===== src/rtl/fnd_pkg.sv =====
// fnd_pkg: shared types and constants for the seven-segment scan decoder.
package fnd_pkg;

   // Classification of one sampled digit pattern
   typedef enum logic [1:0] {
      CLS_HEX  = 2'd0,
      CLS_SPIN = 2'd1,
      CLS_BAD  = 2'd2
   } seg_class_t;

   // Frame FSM: ST_Dn means "the next accepted sample must be digit n"
   typedef enum logic [1:0] {
      ST_SYNC = 2'd0,
      ST_D2   = 2'd1,
      ST_D1   = 2'd2,
      ST_D0   = 2'd3
   } frame_state_t;

   // Which digit an anode value selects
   typedef enum logic [1:0] {
      DIG_2    = 2'd0,
      DIG_1    = 2'd1,
      DIG_0    = 2'd2,
      DIG_NONE = 2'd3
   } digit_sel_t;

   // Active-low anode codes
   localparam logic [2:0] AN_DIG2 = 3'b011;
   localparam logic [2:0] AN_DIG1 = 3'b101;
   localparam logic [2:0] AN_DIG0 = 3'b110;
   localparam logic [2:0] AN_NONE = 3'b111;

   // Lit-high segment codes {a,b,c,d,e,f,g}, indexed by hex value
   localparam logic [6:0] SEG_TABLE [16] = '{
      7'b1111110, 7'b0110000, 7'b1101101, 7'b1111001,
      7'b0110011, 7'b1011011, 7'b1011111, 7'b1110000,
      7'b1111111, 7'b1111011, 7'b1110111, 7'b0011111,
      7'b1001110, 7'b0111101, 7'b1001111, 7'b1000111
   };

   function automatic digit_sel_t anode_to_digit(input logic [2:0] anode);
      digit_sel_t sel;
      case (anode)
         AN_DIG2: sel = DIG_2;
         AN_DIG1: sel = DIG_1;
         AN_DIG0: sel = DIG_0;
         default: sel = DIG_NONE;
      endcase
      return sel;
   endfunction

endpackage


===== src/rtl/fnd_scan_decoder_if.sv =====
// fnd_scan_decoder_if: display lines in, decoded page and status out.
interface fnd_scan_decoder_if;
   logic [7:0]  nFND;
   logic [2:0]  nANODE;
   logic [11:0] PAGE;
   logic        PAGE_VALID;
   logic        SPIN_ACTIVE;
   logic        FRAME_ERR;
   logic        STALE;

   // The display side drives segments and anodes
   modport master (
      output nFND, nANODE,
      input  PAGE, PAGE_VALID, SPIN_ACTIVE, FRAME_ERR, STALE
   );

   // The decoder watches the display and reports what it shows
   modport slave (
      input  nFND, nANODE,
      output PAGE, PAGE_VALID, SPIN_ACTIVE, FRAME_ERR, STALE
   );
endinterface


===== src/rtl/fnd_seg_classify.sv =====
// fnd_seg_classify: maps a 7-bit segment pattern to a hex nibble and a class.
module fnd_seg_classify
   import fnd_pkg::*;
(
   input  logic [6:0] seg,
   output logic [3:0] nibble,
   output seg_class_t seg_class
);

   // Table match wins; unmatched patterns with at most one lit segment are spinner frames
   always_comb begin
      nibble    = 4'h0;
      seg_class = CLS_BAD;
      if ($countones(seg) <= 1) begin
         seg_class = CLS_SPIN;
      end
      for (int i = 0; i < 16; i++) begin
         if (seg == SEG_TABLE[i]) begin
            nibble    = 4'(i);
            seg_class = CLS_HEX;
         end
      end
   end

endmodule


===== src/rtl/fnd_scan_decoder.sv =====
// fnd_scan_decoder: recovers the hex value shown on a multiplexed 3-digit
// seven-segment display by watching its anode and segment lines.
module fnd_scan_decoder
   import fnd_pkg::*;
#(
   parameter int SETTLE_CYC    = 16,
   parameter int STABLE_FRAMES = 2,
   parameter int TIMEOUT_CYC   = 8192
) (
   input  logic              MCLK,
   input  logic              RST,
   fnd_scan_decoder_if.slave bus
);

   localparam int SETTLE_W  = $clog2(SETTLE_CYC + 1);
   localparam int STABLE_W  = $clog2(STABLE_FRAMES + 1);
   localparam int TIMEOUT_W = $clog2(TIMEOUT_CYC + 1);

   localparam logic [SETTLE_W-1:0]  SETTLE_MAX   = SETTLE_W'(SETTLE_CYC);
   localparam logic [SETTLE_W-1:0]  SETTLE_LAST  = SETTLE_W'(SETTLE_CYC - 1);
   localparam logic [TIMEOUT_W-1:0] TIMEOUT_MAX  = TIMEOUT_W'(TIMEOUT_CYC);
   localparam logic [TIMEOUT_W-1:0] TIMEOUT_LAST = TIMEOUT_W'(TIMEOUT_CYC - 1);
   localparam logic [STABLE_W-1:0]  STABLE_MAX   = STABLE_W'(STABLE_FRAMES);
   localparam logic [STABLE_W-1:0]  STABLE_ONE   = STABLE_W'(1);

   logic [2:0]           anode_s1;
   logic [2:0]           anode_s2;
   logic [2:0]           anode_prev;
   logic [7:0]           seg_s1;
   logic [7:0]           seg_s2;
   logic                 dp_unused;

   logic                 anode_change;
   logic [SETTLE_W-1:0]  settle_cnt;
   logic                 sample_fire;
   logic [TIMEOUT_W-1:0] timeout_cnt;
   logic                 timeout_hit;

   digit_sel_t           sample_digit;
   logic [3:0]           cls_nibble;
   seg_class_t           cls_class;

   frame_state_t         state_q;
   frame_state_t         state_d;
   logic                 frame_err_d;
   logic                 take_d2;
   logic                 take_d1;
   logic                 frame_done;

   logic [3:0]           d2_nib;
   logic [3:0]           d1_nib;
   logic                 spin_seen;
   logic [11:0]          frame_value;
   logic                 frame_spin;
   logic [11:0]          last_frame;
   logic [STABLE_W-1:0]  stable_cnt;
   logic [STABLE_W-1:0]  stable_next;

   logic [11:0]          page_q;
   logic                 page_valid_q;
   logic                 spin_active_q;
   logic                 frame_err_q;
   logic                 stale_q;

   // Two-flop synchronizers on the display lines, plus last cycle's anode for change detection
   always_ff @(posedge MCLK or posedge RST) begin
      if (RST) begin
         anode_s1   <= AN_NONE;
         anode_s2   <= AN_NONE;
         anode_prev <= AN_NONE;
         seg_s1     <= 8'h00;
         seg_s2     <= 8'h00;
      end else begin
         anode_s1   <= bus.nANODE;
         anode_s2   <= anode_s1;
         anode_prev <= anode_s2;
         seg_s1     <= bus.nFND;
         seg_s2     <= seg_s1;
      end
   end

   assign dp_unused    = seg_s2[0];
   assign anode_change = (anode_s2 != anode_prev);

   // Settle counter restarts on every anode change and parks at its limit so each period samples once
   always_ff @(posedge MCLK or posedge RST) begin
      if (RST) begin
         settle_cnt <= '0;
      end else if (anode_change) begin
         settle_cnt <= '0;
      end else if (settle_cnt != SETTLE_MAX) begin
         settle_cnt <= settle_cnt + 1'b1;
      end
   end

   assign sample_fire = !anode_change && (settle_cnt == SETTLE_LAST);

   // Timeout counter measures time since the last anode change and saturates instead of wrapping
   always_ff @(posedge MCLK or posedge RST) begin
      if (RST) begin
         timeout_cnt <= '0;
      end else if (anode_change) begin
         timeout_cnt <= '0;
      end else if (timeout_cnt != TIMEOUT_MAX) begin
         timeout_cnt <= timeout_cnt + 1'b1;
      end
   end

   assign timeout_hit  = !anode_change && (timeout_cnt == TIMEOUT_LAST);
   assign sample_digit = anode_to_digit(anode_s2);

   fnd_seg_classify u_classify (
      .seg       (seg_s2[7:1]),
      .nibble    (cls_nibble),
      .seg_class (cls_class)
   );

   // Frame FSM state register
   always_ff @(posedge MCLK or posedge RST) begin
      if (RST) begin
         state_q <= ST_SYNC;
      end else begin
         state_q <= state_d;
      end
   end

   // Frame FSM: accept samples in digit2/digit1/digit0 order, flag anything else as an aborted frame
   always_comb begin
      state_d     = state_q;
      frame_err_d = 1'b0;
      take_d2     = 1'b0;
      take_d1     = 1'b0;
      frame_done  = 1'b0;
      if (timeout_hit) begin
         state_d = ST_SYNC;
      end else if (sample_fire) begin
         if ((sample_digit == DIG_NONE) || (cls_class == CLS_BAD)) begin
            frame_err_d = 1'b1;
            state_d     = ST_SYNC;
         end else begin
            case (state_q)
               ST_SYNC: begin
                  if (sample_digit == DIG_2) begin
                     take_d2 = 1'b1;
                     state_d = ST_D1;
                  end
               end
               ST_D2: begin
                  if (sample_digit == DIG_2) begin
                     take_d2 = 1'b1;
                     state_d = ST_D1;
                  end else begin
                     frame_err_d = 1'b1;
                     state_d     = ST_SYNC;
                  end
               end
               ST_D1: begin
                  if (sample_digit == DIG_1) begin
                     take_d1 = 1'b1;
                     state_d = ST_D0;
                  end else begin
                     frame_err_d = 1'b1;
                     state_d     = ST_SYNC;
                  end
               end
               ST_D0: begin
                  if (sample_digit == DIG_0) begin
                     frame_done = 1'b1;
                     state_d    = ST_D2;
                  end else begin
                     frame_err_d = 1'b1;
                     state_d     = ST_SYNC;
                  end
               end
               default: state_d = ST_SYNC;
            endcase
         end
      end
   end

   // Hold the first two digits of the frame in progress and whether any of them was a spinner
   always_ff @(posedge MCLK or posedge RST) begin
      if (RST) begin
         d2_nib    <= 4'h0;
         d1_nib    <= 4'h0;
         spin_seen <= 1'b0;
      end else if (take_d2) begin
         d2_nib    <= cls_nibble;
         spin_seen <= (cls_class == CLS_SPIN);
      end else if (take_d1) begin
         d1_nib    <= cls_nibble;
         spin_seen <= spin_seen | (cls_class == CLS_SPIN);
      end
   end

   assign frame_value = {d2_nib, d1_nib, cls_nibble};
   assign frame_spin  = spin_seen | (cls_class == CLS_SPIN);

   // Stable-frame count a completing hex frame would produce
   always_comb begin
      stable_next = STABLE_ONE;
      if (frame_value == last_frame) begin
         stable_next = (stable_cnt == STABLE_MAX) ? STABLE_MAX : (stable_cnt + STABLE_ONE);
      end
   end

   // Frame results: stability tracking, page load, spinner flag, and clean-up on errors and timeout
   always_ff @(posedge MCLK or posedge RST) begin
      if (RST) begin
         last_frame    <= 12'h000;
         stable_cnt    <= '0;
         page_q        <= 12'h000;
         page_valid_q  <= 1'b0;
         spin_active_q <= 1'b0;
         frame_err_q   <= 1'b0;
      end else begin
         frame_err_q <= frame_err_d;
         if (timeout_hit) begin
            stable_cnt    <= '0;
            page_valid_q  <= 1'b0;
            spin_active_q <= 1'b0;
         end else if (frame_err_d) begin
            stable_cnt <= '0;
         end else if (frame_done) begin
            if (frame_spin) begin
               stable_cnt    <= '0;
               page_valid_q  <= 1'b0;
               spin_active_q <= 1'b1;
            end else begin
               last_frame    <= frame_value;
               stable_cnt    <= stable_next;
               spin_active_q <= 1'b0;
               if (stable_next == STABLE_MAX) begin
                  page_q       <= frame_value;
                  page_valid_q <= 1'b1;
               end
            end
         end
      end
   end

   // Stale flag sets on timeout expiry and clears on the next anode change
   always_ff @(posedge MCLK or posedge RST) begin
      if (RST) begin
         stale_q <= 1'b0;
      end else if (anode_change) begin
         stale_q <= 1'b0;
      end else if (timeout_hit) begin
         stale_q <= 1'b1;
      end
   end

   assign bus.PAGE        = page_q;
   assign bus.PAGE_VALID  = page_valid_q;
   assign bus.SPIN_ACTIVE = spin_active_q;
   assign bus.FRAME_ERR   = frame_err_q;
   assign bus.STALE       = stale_q;

endmodule


===== src/flat_wrapper.sv =====
// flat-port wrapper written by rule: the top's interface ports become plain ports
module fnd_scan_decoder_flat import fnd_pkg::*;
#(
   parameter int SETTLE_CYC    = 16,
   parameter int STABLE_FRAMES = 2,
   parameter int TIMEOUT_CYC   = 8192
)
  (MCLK, RST, bus_nFND, bus_nANODE, bus_PAGE, bus_PAGE_VALID, bus_SPIN_ACTIVE, bus_FRAME_ERR, bus_STALE);
  fnd_scan_decoder_if bus_i ();
  input  logic MCLK;
  input  logic RST;
  input wire logic [$bits(bus_i.nFND)-1:0] bus_nFND;
  input wire logic [$bits(bus_i.nANODE)-1:0] bus_nANODE;
  output wire logic [$bits(bus_i.PAGE)-1:0] bus_PAGE;
  output wire logic [$bits(bus_i.PAGE_VALID)-1:0] bus_PAGE_VALID;
  output wire logic [$bits(bus_i.SPIN_ACTIVE)-1:0] bus_SPIN_ACTIVE;
  output wire logic [$bits(bus_i.FRAME_ERR)-1:0] bus_FRAME_ERR;
  output wire logic [$bits(bus_i.STALE)-1:0] bus_STALE;
  assign bus_i.nFND = bus_nFND;
  assign bus_i.nANODE = bus_nANODE;
  assign bus_PAGE = bus_i.PAGE;
  assign bus_PAGE_VALID = bus_i.PAGE_VALID;
  assign bus_SPIN_ACTIVE = bus_i.SPIN_ACTIVE;
  assign bus_FRAME_ERR = bus_i.FRAME_ERR;
  assign bus_STALE = bus_i.STALE;
  fnd_scan_decoder #(.SETTLE_CYC(SETTLE_CYC), .STABLE_FRAMES(STABLE_FRAMES), .TIMEOUT_CYC(TIMEOUT_CYC)) u_core (.MCLK(MCLK), .RST(RST), .bus(bus_i));
endmodule

===== config.mk =====
export PLATFORM = sky130hd
export DESIGN_NAME = fnd_scan_decoder_flat
export DESIGN_NICKNAME = d
export VERILOG_FILES = /design/src/rtl/fnd_pkg.sv /design/src/rtl/fnd_scan_decoder_if.sv /design/src/rtl/fnd_seg_classify.sv /design/src/rtl/fnd_scan_decoder.sv /design/src/flat_wrapper.sv
export SDC_FILE = /design/constraint.sdc
export NUM_CORES = 1
export LEC_CHECK = 0
export CELL_PAD_IN_SITES_DETAIL_PLACEMENT = 1
export CELL_PAD_IN_SITES_GLOBAL_PLACEMENT = 1
export CORE_ASPECT_RATIO = 0.75
export CORE_UTILIZATION = 40
export CTS_CLUSTER_DIAMETER = 100
export DETAILED_ROUTE_END_ITERATION = 16
export PLACE_DENSITY_LB_ADDON = 0.1
export REMOVE_ABC_BUFFERS = 1
export SLEW_MARGIN = 25
export SYNTH_ARGS = -nofsm -noshare
export SYNTH_HDL_FRONTEND = slang
export SYNTH_SLANG_ARGS = --single-unit

===== constraint.sdc =====
create_clock -name MCLK -period 10.43 [get_ports MCLK]
set_input_delay 2.086 -clock MCLK [delete_from_list [all_inputs] [get_ports MCLK]]
set_output_delay 2.086 -clock MCLK [all_outputs]
set_load 0.01 [all_outputs]

# --- Yosys cells after proc, flatten, opt, wreduce, memory -nomap -nowiden ---
# Index checks and enable logic that the tools add are counted.
op_classes:
  n_eq_ne: 37
  n_addsub: 9
  n_reduce_logical: 21
  order_cmp: 1
  n_bitwise: 5
  mux: 86
op_table:
  columns: ["cell", "n"]
  rows:
  - ["equality test 7 bit, second input constant", 12]
  - ["two-way mux 2 bit", 29]
  - ["two-way mux 4 bit", 14]
  - ["two-way mux 1 bit", 36]
  - ["adder 32 x 2 -> 32 bit", 1]
  - ["adder 32 x 3 -> 32 bit", 1]
  - ["<= comparator 32 x 2 -> 1 bit, second input constant", 1]
  - ["two-way mux 14 bit", 2]
  - ["equality test 7 x 6 -> 1 bit, second input constant", 3]
  - ["adder 14 x 1 -> 14 bit, second input constant", 1]
  - ["equality test 14 x 13 -> 1 bit, second input constant", 1]
  - ["equality test 2 bit, second input constant", 7]
  - ["inequality test 14 bit, second input constant", 1]
  - ["equality test 12 bit", 1]
  - ["nonzero test 2 bit", 6]
  - ["two-way mux 5 bit", 2]
  - ["case mux 2 bit (4 select lines)", 1]
  - ["equality test 7 x 5 -> 1 bit, second input constant", 1]
  - ["adder 1 x 1 -> 2 bit", 3]
  - ["equality test 2 x 1 -> 1 bit, second input constant", 3]
  - ["equality test 3 bit, second input constant", 2]
  - ["case mux 2 bit (3 select lines)", 1]
  - ["AND reduction 2 bit", 3]
  - ["nonzero test 3 bit", 2]
  - ["20 further kinds", 25]
word_totals:
  in_bits: 13
  wordCells: 177
  ff_bits: 85
  out_inout_bits: 16

# --- Logic depth before layout (Yosys ltp) ---
logic_depth:
  word_depth: 29
  depth_mapped: 18
  ltp_nobuf: 16

# --- By module ---
# A second synthesis with hierarchy kept.
unflattened:
  cells_unflattened: 356
  area_unflattened_um2: 4141.5
modules_own_cells:
  columns: ["mod", "seq_area_each_um2", "instances", "area_per_inst_um2", "cells_per_inst"]
  rows:
  - ["fnd_scan_decoder", 2088.3, 1, 3545.9, 276]
  - ["fnd_seg_classify", 0.0, 1, 595.6, 80]

# --- Worst setup path after synthesis ---
# OpenSTA, ideal clock, no wires.
synth_path:
  kind: "reg2reg"
  startpoint: "register u_core.seg_s2[5]"
  endpoint: "register u_core.page_q[0], in the netlist u_core.bus.PAGE[0]"
  arrival_ns: 4.257
  setup_slack_ns: 6.045
  n_path_buf: 3
  required_ns: 10.302
  stages_incl_launch_ff: 18
  synth_period_minus_slack_ns: 4.385
  cell_sequence: "dfrtp_1 clkbuf_1 inv_1 fa_1 fa_1 inv_1 ha_1 inv_1 fa_1 nor4bb_1 o2bb2ai_1 nor3b_1 a2111oi_4 and4_1 buf_4 and4_4 buf_6 mux2_1"
synth_via:
  elab_chain_len: 28
synth_lines:
  columns: ["item", "line_no", "rtl"]
  rows:
  - ["from (decl)", "fnd_scan_decoder.sv:30", "logic [7:0] seg_s2;"]
  - ["from (signal assigned)", "fnd_scan_decoder.sv:78", "seg_s2 <= seg_s1;"]
  - ["adder 1 x 1 -> 2 bit (not written as such)", "fnd_seg_classify.sv:14", "if ($countones(seg) <= 1) begin"]
  - ["adder 2 x 1 -> 3 bit (not written as such)", "fnd_seg_classify.sv:14", null]
  - ["adder 32 x 3 -> 32 bit (not written as such)", "fnd_seg_classify.sv:14", null]
  - ["<= comparator 32 x 2 -> 1 bit", "fnd_seg_classify.sv:14", null]
  - ["two-way mux 2 bit", "fnd_seg_classify.sv:14", null]
  - ["two-way mux 2 bit (16 in series)", "fnd_seg_classify.sv:18", "if (seg == SEG_TABLE[i]) begin"]
  - ["equality test 2 bit", "fnd_scan_decoder.sv:137", "if ((sample_digit == DIG_NONE) || (cls_class == CLS_BAD)) begin"]
  - ["logical OR 1 bit", "fnd_scan_decoder.sv:137", null]
  - ["two-way mux 1 bit", "fnd_scan_decoder.sv:137", null]
  - ["two-way mux 1 bit", "fnd_scan_decoder.sv:136", "end else if (sample_fire) begin"]
  - ["two-way mux 1 bit", "fnd_scan_decoder.sv:134", "if (timeout_hit) begin"]
  - ["NOT 1 bit (no source line)", null, null]
  - ["AND reduction 5 bit (no source line)", null, null]
  - ["to (signal assigned)", "fnd_scan_decoder.sv:234", "page_q <= frame_value;"]
  - ["to (decl)", "fnd_scan_decoder.sv:59", "logic [11:0] page_q;"]
# Parallel ways exist; a longest one is shown, timed or not.
# A chain may end at the register's enable or synchronous reset.

# --- Worst setup path after layout ---
layout_path:
  startpoint: "register u_core.seg_s2[3]"
  endpoint: "register u_core.page_q[1], in the netlist u_core.bus.PAGE[1]"
layout_via:
  elab_chain_len: 28
layout_lines:
  columns: ["item", "line_no"]
  rows:
  - ["adder 1 x 1 -> 2 bit (not written as such)", "fnd_seg_classify.sv:14"]
  - ["adder 32 x 2 -> 32 bit (not written as such)", "fnd_seg_classify.sv:14"]
  - ["adder 32 x 3 -> 32 bit (not written as such)", "fnd_seg_classify.sv:14"]
  - ["<= comparator 32 x 2 -> 1 bit", "fnd_seg_classify.sv:14"]
  - ["two-way mux 2 bit", "fnd_seg_classify.sv:14"]
  - ["two-way mux 2 bit (16 in series)", "fnd_seg_classify.sv:18"]
  - ["equality test 2 bit", "fnd_scan_decoder.sv:137"]
  - ["logical OR 1 bit", "fnd_scan_decoder.sv:137"]
  - ["two-way mux 1 bit", "fnd_scan_decoder.sv:137"]
  - ["two-way mux 1 bit", "fnd_scan_decoder.sv:136"]
  - ["two-way mux 1 bit", "fnd_scan_decoder.sv:134"]
  - ["NOT 1 bit (no source line)", null]
  - ["AND reduction 5 bit (no source line)", null]
# Parallel ways exist; a longest one is shown, timed or not.

==> run summary <==
Outcome -> complete, no violations
Synth Flop Type -> dfrtp_1
Leak Pwr -> 0.00210 uW
Share of cells above drive strength 1 -> 0.140
Drt drc -> 0
Type of origin of the critical path -> register
Clock Sinks -> 83
Area Overhead vs Synth -> 16.7%
Maximum buffer depth of the clock tree -> 2
CP Cell Sequence -> inv_1 -> fa_1 -> fa_1 -> inv_1 -> ha_1 -> inv_1 -> fa_1 -> nor4bb_1 -> o2bb2ai_1 -> nor3b_1 -> a2111oi_4 -> and4_1 -> and4_4 -> mux2_1
Final WL -> 8150 um
Hold Crit Class -> reg2reg
Setup TNS -> 0 ns
Global Route Usage Sum -> 0.170
First-pass GRT wire length -> 14300 um
Slew Viols, Final -> 0
Cell family with most CP delay -> simple AND/OR/NAND/NOR gates
Worst Path Buf+Inv -> 3
Die Wd -> 119 um
Worst-Margin Slew -> 0.922 ns
Most frequent cells in the layout -> dfrtp_1 (74), nor2_1 (27), clkdlybuf4s50_1 (27)
Routed via count -> 2722
Final #Nets -> 418
Yosys cell types -> 59
Clock root buffer -> clkbuf_16
Buffer count from post-CTS setup fixing -> 0
#FFs+latches synth -> 83
Initial core utilization -> 0.419
Final setup violation count -> 0
Vias/cell -> 5.17
Reg clk slew, reported paths -> 0.06 ns
Io pins -> 29
Worst-path fanout max -> 15
Clock skew -> 0.00823 ns
FP Rows -> 31
PortBufs -> 27
Mapped Area -> 4110 sq um
Syn Inst Count -> 364
Detailed Routing Iterations Pass 1 -> 4
Setup CP Type -> reg2reg
RSZ-0062 raised after global routing -> no
Post-cts repair resize count -> 0
H-tree depth -> 3
CP endpoint kind -> register
Slew margin rel. -> 0.383
Max-cap violations -> 0
YS warnings -> 0
Ys async rst share -> 1.00
Largest net degree at the start of global routing -> 84
Post-DP HPWL -> 5680 um
Antenna violations before repair -> 0
CTS Buf Count -> 9
CTS hold repair buffers -> 0
Fill cells -> 1061
CTS tree -> yes
Routed len/inst -> 15.5 um
Power Density -> 150 nW/um^2
Largest area contributor in the synthesized netlist -> dfrtp_1
Max VDD drop -> 0.0000972 V
Die ar. -> 10700 sq um
Share of the synthesized area in the top cell type -> 0.451
Synth top area cells -> dfrtp_1 (45%), dfstp_2 (5.8%), mux2_2 (5.8%), xnor2_1 (4.7%), ha_1 (4.0%)
Register area share after synthesis -> 0.508
Final period util -> 0.510
Gp weighted congestion -> 0.757
Setup ws final -> 5.11 ns
Slowest stage delay, CP -> 0.73 ns
Tmin final -> 5.32 ns
Worst path slowest cell -> and4_1
Clock latency on the worst-skew pair -> 0.34 ns
Starting DRC count in detailed routing -> 107
Fmax -> 188 MHz
Final hold vios -> 0
Final hold slack -> 0.350 ns
Avg Cell Area, Syn -> 11.3 sq um
Post-route ant nets -> 0
Place WS -> 5.08 ns
Critical Path RT -> 10.65 ns
N_diodes -> 0
Via count of the first global-routing pass -> 2865
EDFF count, synth -> 0
Pwr Total -> 717 uW
Worst EP arrival -> 5.54 ns
Grt ovf -> 0
Die height -> 89.8 um
Commonest non-fill, non-tap cell in the layout -> dfrtp_1
Finished Core Util -> 0.488
Core box area -> 9810 sq um
worst paths after layout:
path                             startpoint                      to  slack, ns  cells past startpoint
setup / recovery           u_core.seg_s2[3]      u_core.bus.PAGE[1]       5.11                     14
hold / removal             u_core.seg_s1[7]        u_core.seg_s2[7]       0.35                      0
setup reg to reg           u_core.seg_s2[3]      u_core.bus.PAGE[1]       5.11                     14
hold reg to reg            u_core.seg_s1[7]        u_core.seg_s2[7]       0.35                      0
max in group asynchronous               RST    u_core.last_frame[7]       7.65                      3
min in group asynchronous               RST  u_core.timeout_cnt[10]       2.27                      3
cells in the mapped netlist (all sizes together) (2+ instances only):
| library cell | instances |
|---|---|
| a21o | 2 |
| or4b | 2 |
| or3 | 3 |
| nor4bb | 3 |
| and3 | 3 |
| mux2 | 33 |
| nand2 | 20 |
| nor4b | 2 |
| o21ai | 6 |
| o211ai | 3 |
| and4b | 2 |
| nand3 | 16 |
| and4 | 3 |
| ha | 13 |
| nor2b | 2 |
| xnor2 | 22 |
| clkbuf | 7 |
| nand3b | 2 |
| buf | 7 |
| nor3 | 4 |
| a211oi | 2 |
| fa | 3 |
| o2bb2ai | 2 |
| xor2 | 8 |
| nor2 | 27 |
| mux2i | 3 |
| nor3b | 3 |
| nand4 | 10 |
| nand2b | 8 |
| inv | 27 |
| a21oi | 11 |
| dfstp | 9 |
| dfrtp | 74 |
| nand4bb | 2 |
cell type report:
type                       count  area (sq um)  share of cell area
clock inverter                 6          71.3              0.0149
sequential                    83          2090               0.436
multi-input combinational    240          1850               0.385
timing repair buffer          28           282              0.0587
inverter                      27           103              0.0214
tap                          132           165              0.0345
clock buffer                  10           239              0.0499
registers in the layout, indices dropped and copies added (netlist names), 2 cells and up:
register,cells
u_core.timeout_cnt,14
u_core.settle_cnt,5
u_core.anode_prev,3
u_core.seg_s1,7
u_core.d1_nib,4
u_core.stable_cnt,2
u_core.anode_s2,3
u_core.seg_s2,7
u_core.bus.PAGE,12
u_core.d2_nib,4
u_core.state_q,2
u_core.last_frame,12
u_core.anode_s1,3
metal layers:
metal,vias to the layer above,routed length [um],GRT usage,share of wire
met5,-,0,0,0
met4,0,122,0.0601,0.015
met1,1355,4420,0.258,0.54
met3,13,248,0.0438,0.030
li1,1315,-,-,-
met2,39,3360,0.230,0.41
through the flow:
stage,cell area [sq um],cells
6_report,4790,526
5_1_grt,4790,526
4_1_cts,4790,526
3_5_place_dp,4480,510
3_3_place_gp,4480,510
2_1_floorplan,4040,350
cells by family after synthesis:
kind of cell	count (synthesis)	share of synthesized area
fa+ha+maj	16	0.0542
mux	36	0.0978
flops	83	0.508
buf+inv	41	0.0423
simple gates	119	0.163
xor+xnor	30	0.0640
compound gates	39	0.0707
power breakdown:
part           switching [uW]  internal [uW]
clock network             131            194
registers                8.20            329
logic                    33.2           21.6
total                     172            544
Note: power is estimated with default switching activity, not from simulation.
